`src/rtl/gf2_poly_div_seq_if.sv`:
```
// Request/response bundle for the sequential GF(2)[x] long divider.
// master drives operands and consumes results; slave is the divider.
interface gf2_poly_div_seq_if #(
   parameter int N = 32
);
   logic             in_valid;
   logic             in_ready;
   logic [2*N-2:0]   dividend;
   logic [N-1:0]     divisor;
   logic             out_valid;
   logic             out_ready;
   logic [2*N-2:0]   quotient;
   logic [N-2:0]     remainder;
   logic             div_zero;

   modport master (
      output in_valid,
      output dividend,
      output divisor,
      output out_ready,
      input  in_ready,
      input  out_valid,
      input  quotient,
      input  remainder,
      input  div_zero
   );

   modport slave (
      input  in_valid,
      input  dividend,
      input  divisor,
      input  out_ready,
      output in_ready,
      output out_valid,
      output quotient,
      output remainder,
      output div_zero
   );
endinterface

```
`src/rtl/gf2_poly_div_seq.sv`:
```
// Sequential GF(2)[x] long divider, one quotient bit per cycle.
// Divisor is normalised so its top bit is set; remainder is shifted back.
module gf2_poly_div_seq #(
   parameter int N = 32
) (
   input  logic                clk,
   input  logic                rst,
   gf2_poly_div_seq_if.slave   bus
);
   localparam int QW = 2*N-1;
   localparam int RW = N-1;
   localparam int SW = $clog2(N);
   localparam int CW = $clog2(3*N-1);

   localparam logic [1:0] IDLE = 2'd0;
   localparam logic [1:0] DIV  = 2'd1;
   localparam logic [1:0] DONE = 2'd2;

   logic [1:0]    state;
   logic [QW-1:0] sreg;
   logic [RW-1:0] d_reg;
   logic [RW-1:0] r_reg;
   logic [QW-2:0] q_reg;
   logic [CW-1:0] cnt;
   logic [SW-1:0] s_reg;
   logic [QW-1:0] quot_q;
   logic [RW-1:0] rem_q;
   logic          dz_q;

   logic [SW-1:0] lz;
   logic [RW-1:0] d_low;
   logic [CW-1:0] cnt_init;
   logic [N-1:0]  t;
   logic          qb;
   logic [RW-1:0] r_nxt;
   logic [QW-1:0] q_nxt;

   // Highest set bit wins, giving the leading-zero count.
   always_comb begin
      lz = '0;
      for (int i = 0; i < N; i++) begin
         if (bus.divisor[i]) lz = SW'(N-1-i);
      end
   end

   // The normalised divisor's top bit is implicit, keep only the rest.
   assign d_low    = RW'(bus.divisor << lz);
   assign cnt_init = CW'(QW) + CW'(lz);

   assign t     = {r_reg, sreg[QW-1]};
   assign qb    = t[N-1];
   assign r_nxt = t[RW-1:0] ^ (qb ? d_reg : '0);
   assign q_nxt = {q_reg, qb};

   always_ff @(posedge clk) begin
      if (rst) begin
         state  <= IDLE;
         sreg   <= '0;
         d_reg  <= '0;
         r_reg  <= '0;
         q_reg  <= '0;
         cnt    <= '0;
         s_reg  <= '0;
         quot_q <= '0;
         rem_q  <= '0;
         dz_q   <= 1'b0;
      end else begin
         case (state)
            IDLE: begin
               if (bus.in_valid) begin
                  if (bus.divisor == '0) begin
                     quot_q <= '0;
                     rem_q  <= '0;
                     dz_q   <= 1'b1;
                     state  <= DONE;
                  end else begin
                     sreg  <= bus.dividend;
                     d_reg <= d_low;
                     s_reg <= lz;
                     r_reg <= '0;
                     q_reg <= '0;
                     cnt   <= cnt_init;
                     state <= DIV;
                  end
               end
            end
            DIV: begin
               sreg  <= {sreg[QW-2:0], 1'b0};
               r_reg <= r_nxt;
               q_reg <= q_nxt[QW-2:0];
               cnt   <= cnt - 1'b1;
               if (cnt == CW'(1)) begin
                  quot_q <= q_nxt;
                  rem_q  <= r_nxt >> s_reg;
                  dz_q   <= 1'b0;
                  state  <= DONE;
               end
            end
            DONE: begin
               if (bus.out_ready) state <= IDLE;
            end
            default: state <= IDLE;
         endcase
      end
   end

   assign bus.in_ready  = (state == IDLE);
   assign bus.out_valid = (state == DONE);
   assign bus.quotient  = quot_q;
   assign bus.remainder = rem_q;
   assign bus.div_zero  = dz_q;
endmodule
```
`src/flat_wrapper.sv`:
```
// flat-port wrapper written by rule: the top's interface ports become plain ports
module gf2_poly_div_seq_flat 
#(
   parameter int N = 32
)
  (clk, rst, bus_in_valid, bus_dividend, bus_divisor, bus_out_ready, bus_in_ready, bus_out_valid, bus_quotient, bus_remainder, bus_div_zero);
  gf2_poly_div_seq_if #(.N(N)) bus_i ();
  input  logic clk;
  input  logic rst;
  input wire logic [$bits(bus_i.in_valid)-1:0] bus_in_valid;
  input wire logic [$bits(bus_i.dividend)-1:0] bus_dividend;
  input wire logic [$bits(bus_i.divisor)-1:0] bus_divisor;
  input wire logic [$bits(bus_i.out_ready)-1:0] bus_out_ready;
  output wire logic [$bits(bus_i.in_ready)-1:0] bus_in_ready;
  output wire logic [$bits(bus_i.out_valid)-1:0] bus_out_valid;
  output wire logic [$bits(bus_i.quotient)-1:0] bus_quotient;
  output wire logic [$bits(bus_i.remainder)-1:0] bus_remainder;
  output wire logic [$bits(bus_i.div_zero)-1:0] bus_div_zero;
  assign bus_i.in_valid = bus_in_valid;
  assign bus_i.dividend = bus_dividend;
  assign bus_i.divisor = bus_divisor;
  assign bus_i.out_ready = bus_out_ready;
  assign bus_in_ready = bus_i.in_ready;
  assign bus_out_valid = bus_i.out_valid;
  assign bus_quotient = bus_i.quotient;
  assign bus_remainder = bus_i.remainder;
  assign bus_div_zero = bus_i.div_zero;
  gf2_poly_div_seq #(.N(N)) u_core (.clk(clk), .rst(rst), .bus(bus_i));
endmodule
```
`config.mk`:
```
export PLATFORM = sky130hd
export DESIGN_NAME = gf2_poly_div_seq_flat
export DESIGN_NICKNAME = d
export VERILOG_FILES = /design/src/rtl/gf2_poly_div_seq_if.sv /design/src/rtl/gf2_poly_div_seq.sv /design/src/flat_wrapper.sv
export SDC_FILE = /design/constraint.sdc
export NUM_CORES = 1
export LEC_CHECK = 0
export ABC_AREA = 1
export CAP_MARGIN = 10
export CORE_MARGIN = 2
export CORE_UTILIZATION = 36
export CTS_BUF_LIST = sky130_fd_sc_hd__clkbuf_4 sky130_fd_sc_hd__clkbuf_8 sky130_fd_sc_hd__clkbuf_16
export CTS_CLUSTER_DIAMETER = 50
export CTS_CLUSTER_SIZE = 25
export DETAILED_ROUTE_END_ITERATION = 10
export PLACE_DENSITY = 0.53
export REMOVE_ABC_BUFFERS = 1
export SLEW_MARGIN = 20
export SYNTH_ARGS = -nofsm -noshare
export SYNTH_HDL_FRONTEND = slang
export SYNTH_SLANG_ARGS = --single-unit
```
`constraint.sdc`:
```
create_clock -name clk -period 11.2 [get_ports clk]
set_clock_uncertainty 0.2 [all_clocks]
set_input_delay 3.36 -clock clk [delete_from_list [all_inputs] [get_ports clk]]
set_output_delay 3.36 -clock clk [all_outputs]
set_load 0.005 [all_outputs]
```
==> results of run 1 <==
==> final cells by class <==
cell class / instances / area (µm²)
fill: 4320 / 22200
multi-input combinational: 1611 / 7580
sequential: 296 / 5930
timing repair buffer: 216 / 2130
clock buffer: 43 / 1060
tap: 532 / 666
inverter: 157 / 593
clock inverter: 32 / 399
==> worst min-delay path: cells and delay by family (launching register included) <==
kind	cells	cell delay, ps
DFF	1	300
and+or+nand+nor	1	60
AOI/OAI and AO/OA	1	50
==> power by group <==
part / leakage (nW) / switching, mW / internal, mW
Clock: 0.697 / 0.550 / 0.829
Combinational: 4.07 / 0.333 / 0.186
Sequential: 2.41 / 0.0498 / 1.13
==> path summary, 6_finish.rpt <==
kind                                                       startpoint                               endpoint  slack, ps  cells after the start
worst max-delay path                                   bus_divisor[1]          u_core.d_reg[25]$_SDFFE_PP0P_       4120                     40
worst min-delay path            u_core.bus.remainder[14]$_SDFFE_PP0P_  u_core.bus.remainder[14]$_SDFFE_PP0P_        260                      2
worst max register to register           u_core.state[1]$_SDFFE_PP0P_   u_core.bus.remainder[6]$_SDFFE_PP0P_       7820                     13
worst min register to register  u_core.bus.remainder[14]$_SDFFE_PP0P_  u_core.bus.remainder[14]$_SDFFE_PP0P_        260                      2
==> per-layer routing <==
metal | vias to the layer above | track usage [%] | wire length [µm]
met5 | - | 0 | 0
met4 | 0 | 6.91 | 1030
met3 | 63 | 3.39 | 2520
met2 | 384 | 32.6 | 19600
met1 | 6814 | 28.9 | 21000
li1 | 7612 | - | -
==> kinds of logic (layout without fill, tap and decap cells) <==
group | after synthesis | after routing | synth area share [%]
flip-flops | 296 | 296 | 40.3
multiplexers | 14 | 14 | 0.953
buffers and inverters | 317 | 448 | 8.35
AO/OA/AOI/OAI | 548 | 548 | 20.8
AND/OR/NAND/NOR | 1040 | 1040 | 29.0
adder cells (fa/ha/maj) | 3 | 3 | 0.255
XOR/XNOR | 6 | 6 | 0.357
==> layout by cell type (no fill, tap or decap), types with 42 or more instances in the layout <==
cell type,instances
a21oi_1,205
a31oi_1,69
clkbuf_16,42
clkdlybuf4s50_1,194
dfxtp_1,296
inv_1,144
nand2_1,554
nand3_1,244
nor2_1,213
o21ai_0,175
==> metrics by stage <==
step / area (µm²) / hold WS [ps] / setup WS [ps] / std cells
6_report: 18300 / 262 / 4120 / 2887
5_1_grt: 18300 / 278 / 3550 / 2887
4_1_cts: 18300 / 262 / 4210 / 2886
3_5_place_dp: 16900 / 253 / 3640 / 2811
3_3_place_gp: 16900 / 249 / 3620 / 2811
2_1_floorplan: 14100 / 235 / 390 / 2064
==> flow_summary.toml, run 1 <==
[outcome]
status = "complete, no violations"

[route]
postRouteAntennaNets = 0
wire_per_inst_um = 15.3
vias_per_cell = 5.15
dr.pass1.iters = 5
drc = 0
drt_iter0_markers = 1034
vias = 14900
wirelength_mm = 44.1

[timing]
setup-violations-final = 0
rsz0062_at_grt = "false"
finalSetupTns_ps = 0
worstMarginPinSlew_ps = 1030
timing.final.crit_share_pct = 63.2
period_minus_slack_ps = 7080
max_freq_mhz = 141
finalHoldViolations = 0
relSlewSlack_pct = 31.0
drv_slew = 0

[clock_tree]
cts_sinks = 296
root_buffer = "clkbuf_16"
cts_tree = "yes"
cts_buffer_depth = 3
htree_levels = 2
worst_skew_pair.late_latency_ps = 560
post_cts_buffers = 0
cts_made_buffers = 41
cts_hold_buf = 0
path_clk_slew_ps = 50
cts_resized = 0

[critical_path]
cp-start-kind = "primary input"
max_stage_delay_ps = 570
crit_buf_inv = 2
crit_family = "simple AND/OR/NAND/NOR gates"
cp-end-kind = "register"
slowest_stage = "o21ai_0"
crit_required_ps = 11400
cp_common_cell = "nand2_1"
arrival_ps = 7280
crit_type = "primary input to register"
cp_max_fo = 47

[logic_synthesis]
ys.warnings.count = 0
synth_cells = 2224
synthArstFlopShare_pct = 0
synth_edf_count = 0
synthFlopType = "dfxtp_1"
syn_area_per_cell_um2 = 6.61
synth-seq-cells = 296
yosysMostFrequentCell = "nand2_1"
synth_area_leaders = "dfxtp_1 (40%), nand2_1 (14%), nand3_1 (8.3%)"
synth_common_cells = "nand2_1 (555), dfxtp_1 (296), nand3_1 (245)"
synth_cell_type_count = 42
syn-cell-area_um2 = 14700
yosysTopAreaCell = "dfxtp_1"
seq_area_frac_synth_pct = 40.3
synth_top_area_share_pct = 40.3

[placed_design]
dp_hpwl_mm = 29.2
gp_congestion = 0.907
io_buffer_count = 195

[pwr]
powerDensity_nw_per_um2 = 168
totalPowerFinal_mw = 3.08
irDropWorstVdd_mv = 0.113
leakage_nw = 7.18

[run]
cap_violations = 0

[floorplanning]
core_um2 = 40600
rows = 74
fp.dieW_um = 206
die_area_um2 = 42500
start_util_pct = 36.3
ioPinCount = 196
die_h_um = 206

[global_routing]
antenna_found_initial = 0
grt_pass1_vias = 13600
grt_usage_pct = 20.7
grt_overflow = 0
grt_max_degree = 134
grt_pass1_wl_mm = 71.8

[finish]
layout.nets = 2425
post-route-util_pct = 45.2
layout-area-overhead-vs-synth_pct = 24.8
diodes = 0
layout-drive-gt1-share_pct = 5.10

[worst_hold_path]
worstHoldPathType = "register to register"
No activity file was read; power rests on OpenSTA's default activity.
==> run 2: changes to the inputs <==
==> constraint.sdc (replaced) <==
create_clock -name clk -period 6.9 [get_ports clk]
set_clock_uncertainty 0.2 [all_clocks]
set_input_delay 2.07 -clock clk [delete_from_list [all_inputs] [get_ports clk]]
set_output_delay 2.07 -clock clk [all_outputs]
set_load 0.005 [all_outputs]
==> run 2 against run 1 <==
Utilization is 0.69 points lower. Critical path type unchanged. Power is 49% higher. Critical endpoint unchanged. Largest power group is now sequential cells. Critical path depth unchanged. Cell count fell by 0.35%. Worst setup slack worse by 2600 ps.
==> flow_summary.toml, run 2 (synthesized netlist as in run 1, its figures left out) <==
[floorplanning]
fp.dieW_um = 206
core_um2 = 40600
rows = 74
ioPinCount = 196
die_h_um = 206
start_util_pct = 36.3
die_area_um2 = 42500

[placed_design]
gp_congestion = 0.887
place_ws_ps = 1030
dp_hpwl_mm = 29.4
io_buffer_count = 195

[timing]
rsz0062_at_grt = "false"
timing.final.crit_share_pct = 78.1
drv_slew = 0
finalHoldViolations = 0
max_freq_mhz = 185
period_minus_slack_ps = 5390
setup-violations-final = 0
relSlewSlack_pct = 28.0
worstMarginPinSlew_ps = 1080
fin_ws_ps = 1510

[critical_path]
cp-start-kind = "primary input"
crit_required_ps = 7100
cp_common_cell = "nand2_1"
cp_max_fo = 16
crit_type = "primary input to register"
critPathLaunch = "bus_divisor[1]"
cp-end-kind = "register"
rr_startpoint = "u_core.state[0]$_SDFFE_PP0P_"
slowest_stage = "clkdlybuf4s50_1"
arrival_ps = 5590
max_stage_delay_ps = 510

[run]
cap_violations = 0

[pwr]
leakage_nw = 7.07
powerDensity_nw_per_um2 = 254
irDropWorstVdd_mv = 0.129

[route]
drc = 0
dr.pass1.iters = 5
wirelength_mm = 43.9
wire_per_inst_um = 15.2
drt_iter0_markers = 1063
vias_per_cell = 5.14
vias = 14800
postRouteAntennaNets = 0

[clock_tree]
cts_buffer_depth = 3
root_buffer = "clkbuf_16"
cts_tree = "yes"
path_clk_slew_ps = 70
cts_made_buffers = 35
cts_hold_buf = 0
post_cts_buffers = 0
cts_resized = 0
cts_sinks = 296
htree_levels = 2
worst_skew_pair.late_latency_ps = 550

[finish]
diodes = 0
layout-drive-gt1-share_pct = 4.69
post-route-util_pct = 44.6
mostFrequentLayoutCell = "nand2_1"
layout.nets = 2423
layout-area-overhead-vs-synth_pct = 22.9
final_cell_mix = "nand2_1 (554), dfxtp_1 (296), nand3_1 (244), nor2_1 (213), a21oi_1 (205)"

[worst_hold_path]
hp-start = "u_core.q_reg[12]$_SDFFE_PP0P_"
worstHoldPathType = "register to register"

[global_routing]
grtUsageMet2_pct = 32.6
grt_overflow = 0
grtUsageMet3_pct = 3.99
grt_usage_pct = 20.5
grt_pass1_vias = 13700
antenna_found_initial = 0
grt_max_degree = 137
grt_pass1_wl_mm = 70.9
top_usage_layer = "met2"
met1_usage_pct = 28.5

[outcome]
status = "complete, no violations"
==> run 2: cell types whose count changed in the layout (fill, tap and decap cells not counted), sizes merged <==
cell | before | now
buf | 22 | 26
inv | 163 | 158
clkbuf | 43 | 42
bufinv | 5 | 1
clkinvlp | 7 | 2
clkinv | 14 | 15
==> run 2: through the flow <==
step / cells / total power, mW / area, µm² / setup TNS, ps / hold WS [ps]
6_report: 2877 / 4.59 / 18100 / 0 / 261
2_1_floorplan: 2064 / 2.42 / 14100 / -495640 / 235
3_5_place_dp: 2816 / 2.80 / 16900 / 0 / 254
5_1_grt: 2877 / 4.84 / 18100 / 0 / 273
4_1_cts: 2877 / 4.65 / 18100 / 0 / 264
3_3_place_gp: 2816 / 2.79 / 16900 / 0 / 250
==> run 2: final timing paths <==
path | cells after the start | endpoint | slack [ps]
max | 40 | u_core.d_reg[25]$_SDFFE_PP0P_ | 1510
max reg2reg | 11 | u_core.bus.quotient[40]$_SDFFE_PP0P_ | 2750
min | 2 | u_core.q_reg[12]$_SDFFE_PP0P_ | 260
min reg2reg | 2 | u_core.q_reg[12]$_SDFFE_PP0P_ | 260
==> run 2: power by group <==
group	total, mW	switching [mW]	leakage, nW	internal [mW]
sequential	1.91	0.0812	2.41	1.83
clock	1.83	0.785	0.563	1.05
combinational	0.844	0.541	4.09	0.303
total	4.59	1.41	7.07	3.18
==> run 2: layout make-up <==
| cell class | instances | area (µm²) |
|---|---|---|
| Fill cell | 4327 | 22500 |
| Multi-Input combinational cell | 1611 | 7580 |
| Sequential cell | 296 | 5930 |
| Timing Repair Buffer | 220 | 2170 |
| Clock buffer | 42 | 953 |
| Tap cell | 532 | 666 |
| Inverter | 157 | 593 |
| Clock inverter | 19 | 186 |
==> run 2: worst max-delay path: cells and delay by family <==
| family | cells | cell delay [ps] |
|---|---|---|
| buffers and inverters | 2 | 580 |
| AOI/OAI and AO/OA | 2 | 610 |
| and+or+nand+nor | 36 | 2310 |
==> run 2: per-layer routing <==
metal	wire, µm	up-vias
met5	0	-
met4	717	0
met2	19600	365
li1	-	7604
met1	21000	6780
met3	2560	44
==> run 3: changes to the inputs <==
==> constraint.sdc (replaced) <==
create_clock -name clk -period 5.5 [get_ports clk]
set_clock_uncertainty 0.2 [all_clocks]
set_input_delay 1.65 -clock clk [delete_from_list [all_inputs] [get_ports clk]]
set_output_delay 1.65 -clock clk [all_outputs]
set_load 0.005 [all_outputs]
==> run 3 against run 2 <==
Sequential cell count unchanged. Utilization up 0.91 points. Non-clock buffer count grew 7. Critical path depth fell by 1. Count of clock-buffer cells in the layout is 1 higher. Cell count is 0.49% higher. Final area up 2.0%. Largest power group is now clock.
==> flow_summary.toml, run 3 (synthesized netlist as in run 1, its figures left out) <==
[outcome]
status = "complete, no violations"

[global_routing]
grt_max_degree = 122
grt_pass1_wl_mm = 71.4
grt_overflow = 0
antenna_found_initial = 0
grt_usage_pct = 20.7
grt_pass1_vias = 13600

[critical_path]
slowest_stage = "clkdlybuf4s50_1"
max_stage_delay_ps = 580
cp-end-kind = "register"
cp-start-kind = "primary input"
crit_type = "primary input to register"
crit_required_ps = 5700
arrival_ps = 5150
cp_common_cell = "nand2_1"
cp_max_fo = 40

[clock_tree]
htree_levels = 2
cts_resized = 0
cts_sinks = 296
path_clk_slew_ps = 60
cts_buffer_depth = 3
worst_skew_pair.late_latency_ps = 540
cts_made_buffers = 37
root_buffer = "clkbuf_16"
post_cts_buffers = 0
cts_hold_buf = 0
cts_tree = "yes"

[placed_design]
place_ws_ps = 65.2
placed_cells = 2823
gp_congestion = 0.874
io_buffer_count = 195
dp_hpwl_mm = 30.0

[timing]
max_freq_mhz = 202
hold_ws_ps = 260
finalSetupTns_ps = 0
fin_ws_ps = 549
finalHoldViolations = 0
drv_slew = 0
worstMarginPinSlew_ps = 961
timing.final.crit_share_pct = 90.0
setup-violations-final = 0
rsz0062_at_grt = "false"
relSlewSlack_pct = 35.9
period_minus_slack_ps = 4950

[finish]
mostFrequentLayoutCell = "nand2_1"
layout-area-overhead-vs-synth_pct = 25.4
multi_input_area_um2 = 7580
final_cell_mix = "nand2_1 (554), dfxtp_1 (296), nand3_1 (244), nor2_1 (212), a21oi_1 (205)"
layoutNonFillerInstCount = 2891
post-route-util_pct = 45.5
layout.nets = 2432
diodes = 0
fill_cells = 4278
final-seq-area_um2 = 5930
layout-drive-gt1-share_pct = 5.30

[route]
vias = 14800
drt_iter0_markers = 1118
drc = 0
dr.pass1.iters = 7
wire_per_inst_um = 15.3
vias_per_cell = 5.13
wirelength_mm = 44.3
postRouteAntennaNets = 0

[floorplanning]
rows = 74
fp.dieW_um = 206
die_h_um = 206
ioPinCount = 196
start_util_pct = 36.3
die_area_um2 = 42500
core_um2 = 40600

[worst_hold_path]
worstHoldPathType = "register to register"

[run]
cap_violations = 0

[pwr]
irDropWorstVdd_mv = 0.207
leakage_nw = 7.25
powerDensity_nw_per_um2 = 337
## run 3: cell count changes in the layout (fill, tap and decap cells not counted), sizes merged
cell	change
buf	+7
bufinv	+6
inv	+3
clkinv	-2
clkbuf	+1
clkinvlp	-1
## run 3: final timing paths
check | from | endpoint | slack [ps] | cells past startpoint
max | bus_divisor[0] | u_core.d_reg[13]$_SDFFE_PP0P_ | 550 | 39
min | u_core.bus.remainder[7]$_SDFFE_PP0P_ | u_core.bus.remainder[7]$_SDFFE_PP0P_ | 260 | 2
max reg2reg | u_core.state[0]$_SDFFE_PP0P_ | u_core.bus.remainder[15]$_SDFFE_PP0P_ | 2120 | 11
min reg2reg | u_core.bus.remainder[7]$_SDFFE_PP0P_ | u_core.bus.remainder[7]$_SDFFE_PP0P_ | 260 | 2
## run 3: where the power goes
part           internal [mW]  switching, mW  total, mW  leakage, nW
Sequential              2.29         0.0959       2.39         2.41
Clock                   1.69           1.04       2.73        0.683
Combinational          0.395          0.693       1.09         4.15
## run 3: worst max-delay path, delay by kind of cell
kind | cells | cell delay [ps]
AO/OA/AOI/OAI | 3 | 400
buffers and inverters | 2 | 830
AND/OR/NAND/NOR | 34 | 2270
## run 3: per-layer routing
metal  vias to the layer above  track usage (%)  part of all wire (%)
li1                       7606                -                     -
met1                      6763             28.0                    46
met2                       390             33.4                    45
met3                        67             4.76                   6.9
met4                         0             4.87                   1.8
met5                         -                0                     0
## run 3: stage by stage
| stage | power [mW] | instance area, µm² |
|---|---|---|
| finish | 6.21 | 18400 |
| global route | 6.53 | 18400 |
| CTS | 6.30 | 18400 |
| detailed placement | 3.53 | 17000 |
| global placement | 3.53 | 17000 |
| floorplan | 3.04 | 14100 |
## run 3: final cells by class
cell class / count / area share [%]
Sequential cell: 296 / 32.1
Clock buffer: 43 / 5.46
Clock inverter: 25 / 2.10
Multi-Input combinational cell: 1611 / 41.1
Timing Repair Buffer: 227 / 12.4
Tap cell: 532 / 3.61
Inverter: 157 / 3.22
==> patch: new RTL, flow settings as in run 3 <==
`N` is set to 32 in 3 places; all go to 16.
--- a/src/rtl/gf2_poly_div_seq_if.sv
+++ b/src/rtl/gf2_poly_div_seq_if.sv
@@ -1,7 +1,7 @@
 // Request/response bundle for the sequential GF(2)[x] long divider.
 // master drives operands and consumes results; slave is the divider.
 interface gf2_poly_div_seq_if #(
-   parameter int N = 32
+   parameter int N = 16
 );
    logic             in_valid;
    logic             in_ready;
--- a/src/rtl/gf2_poly_div_seq.sv
+++ b/src/rtl/gf2_poly_div_seq.sv
@@ -1,7 +1,7 @@
 // Sequential GF(2)[x] long divider, one quotient bit per cycle.
 // Divisor is normalised so its top bit is set; remainder is shifted back.
 module gf2_poly_div_seq #(
-   parameter int N = 32
+   parameter int N = 16
 ) (
    input  logic                clk,
    input  logic                rst,
--- a/src/flat_wrapper.sv
+++ b/src/flat_wrapper.sv
@@ -1,7 +1,7 @@
 // flat-port wrapper written by rule: the top's interface ports become plain ports
 module gf2_poly_div_seq_flat 
 #(
-   parameter int N = 32
+   parameter int N = 16
 )
   (clk, rst, bus_in_valid, bus_dividend, bus_divisor, bus_out_ready, bus_in_ready, bus_out_valid, bus_quotient, bus_remainder, bus_div_zero);
   gf2_poly_div_seq_if #(.N(N)) bus_i ();
Ports: changed (resized bus_dividend, bus_divisor, bus_quotient and bus_remainder); port bits go from 196 to 100. The function was not compared with the original's and may differ.
==> patch against run 3 <==
Final area decreased by 51%. Routed wire length decreased by 58%. Synthesized cell count decreased by 52%. Synthesized area decreased by 51%. First-iteration DRC count decreased by 64%. Via count decreased by 54%. Count of clock-buffer cells in the layout decreased by 25. Worst setup slack improved by 620 ps. Sequential power decreased by 48%. Total power decreased by 51%. Sequential cell count decreased by 146. Critical path depth decreased by 29. Highest routed layer unchanged.
==> patch: results (changes against run 3) <==
critical_path:
  timing.rr.end: "u_core.bus.remainder[1]"
  timing.critical_path.fanout_max: 42  # +5.0%
  r2r_setup_slack_ps: 2690  # +570 ps
  timing.reg2reg.worst_path_depth: 12  # +1
  cp_data_arrival_time_ps: 4430  # -720 ps
  crit-reg2reg-launch: "u_core.state[0]"
clock_network:
  clock_tree.root_cell: "sky130_fd_sc_hd__clkbuf_16"
  cts_max_level: 4  # +2
  worst_skew_pair.late_latency_ps: 420  # -120 ps
  cts_setup_buffers: 0  # unchanged
  cts.repair.resized: 0  # unchanged
  buffer_depth_of_the_longest_clock_path: 2  # -1
  cts_buffers: 17  # -54%
logic_synthesis:
  synthTopCellsByArea: "sky130_fd_sc_hd__dfxtp_1, sky130_fd_sc_hd__nand2_1, sky130_fd_sc_hd__nand3_1, sky130_fd_sc_hd__a21oi_1, sky130_fd_sc_hd__o21ai_0"
  synth.yosys.seq_area_share_pct: 41.49  # +1.2 points
  synth-warning-count: 0  # unchanged
  netlist_instances: 1061  # -52%
  synth.cells.most_frequent: "sky130_fd_sc_hd__nand2_1, sky130_fd_sc_hd__dfxtp_1, sky130_fd_sc_hd__nand3_1"
  asyncSetResetFlopFracSynth_pct: 0  # unchanged
  post_synth_num_cell_types: 40  # -4.8%
final_layout:
  num-nets-final: 1170  # -52%
  antenna-diode-count: 0  # unchanged
  final_layout_size_suffix_gt1_share_pct: 6.820  # +1.5 points
  n_fill_cell: 2050  # -52%
global_route:
  track_usage_pct: 17.54  # -3.2 points
  grt_pass1_wl_microns: 31310  # -56%
  via_count_of_the_first_global_routing_pass: 6436  # -53%
  grt_max_degree: 75  # -39%
  remaining_global_route_overflow: 0  # unchanged
power:
  leakagePower_nw: 3.625  # -50%
  switching_share_pct: 28.33  # -1.2 points
  ir_drop_v: 0.0001857  # -10%
place:
  routabilityCongestion: 0.8007  # -8.4%
  place_hpwl_microns: 12440  # -59%
  dp.cells: 1362  # -52%
  place_ws_ps: 1020  # +954.5 ps
  portBuffers: 99  # -49%
flow_run:
  timing.max_cap.violations: 0  # unchanged
outcome:
  run_status: "finished clean"
drt:
  finalWirelength_microns: 18400  # -58%
  number_of_optimization_iterations_in_the_first_detailed_route_pass: 5  # -2
  drt-wirelength-per-cell_microns: 13.20  # -14%
  route.vias.total: 6834  # -54%
  first_iteration_detailed_routing_drc_count: 408  # -64%
hold_path:
  whs_endpoint: "u_core.q_reg[23]"
  hold_depth: 2  # unchanged
  holdCritStartpoint: "u_core.q_reg[23]"
timing:
  slew-limit-headroom_pct: 36.04  # +0.12 points
patch: logic make-up (layout without fill, tap and decap cells):
logic type	count (synthesis)	count (layout)	share of synthesized area, %
adders and majority gates	3	3	0.5186
AOI/OAI and AO/OA	240	240	18.86
xor gates and xnor gates	4	4	0.4840
and+or+nand+nor	512	512	30.03
DFF	150	150	41.49
buffers and inverters	150	218	8.349
muxes	2	2	0.2766
patch: layout make-up:
class	instances	area share, %
multi-input cells	761	40.67
flip-flops and latches	150	33.54
repair buffers	106	11.63
clock buffers	18	4.835
well taps	265	3.703
inverters	80	3.382
clock inverters	14	2.250
patch: layer usage:
layer  up-vias  wire, microns  part of all wire, %  track usage (%)
met5         -              0                    0                0
met4         0            182                 0.99            3.578
met3        12            799                  4.3            4.608
met2       126           8344                   45            28.35
met1      3063           9076                   49            23.67
li1       3633              -                    -                -
patch: how the worst max path moves through the flow:
stage	start	end	slack (ps)	depth (start not counted)
finish	bus_divisor[12]	u_core.sreg[11]	1170	10
floorplan	u_core.state[0]	u_core.bus.remainder[1]	330	10
global placement	bus_divisor[12]	u_core.bus.quotient[7]	1050	10
CTS	bus_divisor[12]	u_core.bus.quotient[12]	1470	10
global route	bus_divisor[13]	u_core.sreg[10]	770	10
detailed placement	bus_divisor[12]	u_core.bus.quotient[15]	1020	10
patch: metrics by stage:
stage / instance area (sq um) / hold WS, ps
floorplan: 6937 / 233.1
global placement: 8319 / 248.6
detailed placement: 8319 / 254.3
CTS: 8954 / 263.9
global route: 8954 / 275.3
finish: 8954 / 261.2
patch: worst max-delay path: stages:
cell,delay [ps]
sky130_fd_sc_hd__clkdlybuf4s50_1,440
sky130_fd_sc_hd__nor4_1,310
sky130_fd_sc_hd__inv_1,110
sky130_fd_sc_hd__nor2_1,220
sky130_fd_sc_hd__nand3_1,130
sky130_fd_sc_hd__nand2_2,80
sky130_fd_sc_hd__clkinv_1,700
sky130_fd_sc_hd__buf_4,510
sky130_fd_sc_hd__o21ai_0,190
sky130_fd_sc_hd__a31oi_1,60
patch: power groups by stage:
stage,Sequential (mW),Combinational (mW),Clock [mW]
after global placement,1.27,0.548,0
after global routing,1.25,0.617,1.31
after detailed placement,1.26,0.549,0
after CTS,1.24,0.550,1.27
final,1.24,0.543,1.24
after floorplan,1.25,0.322,0
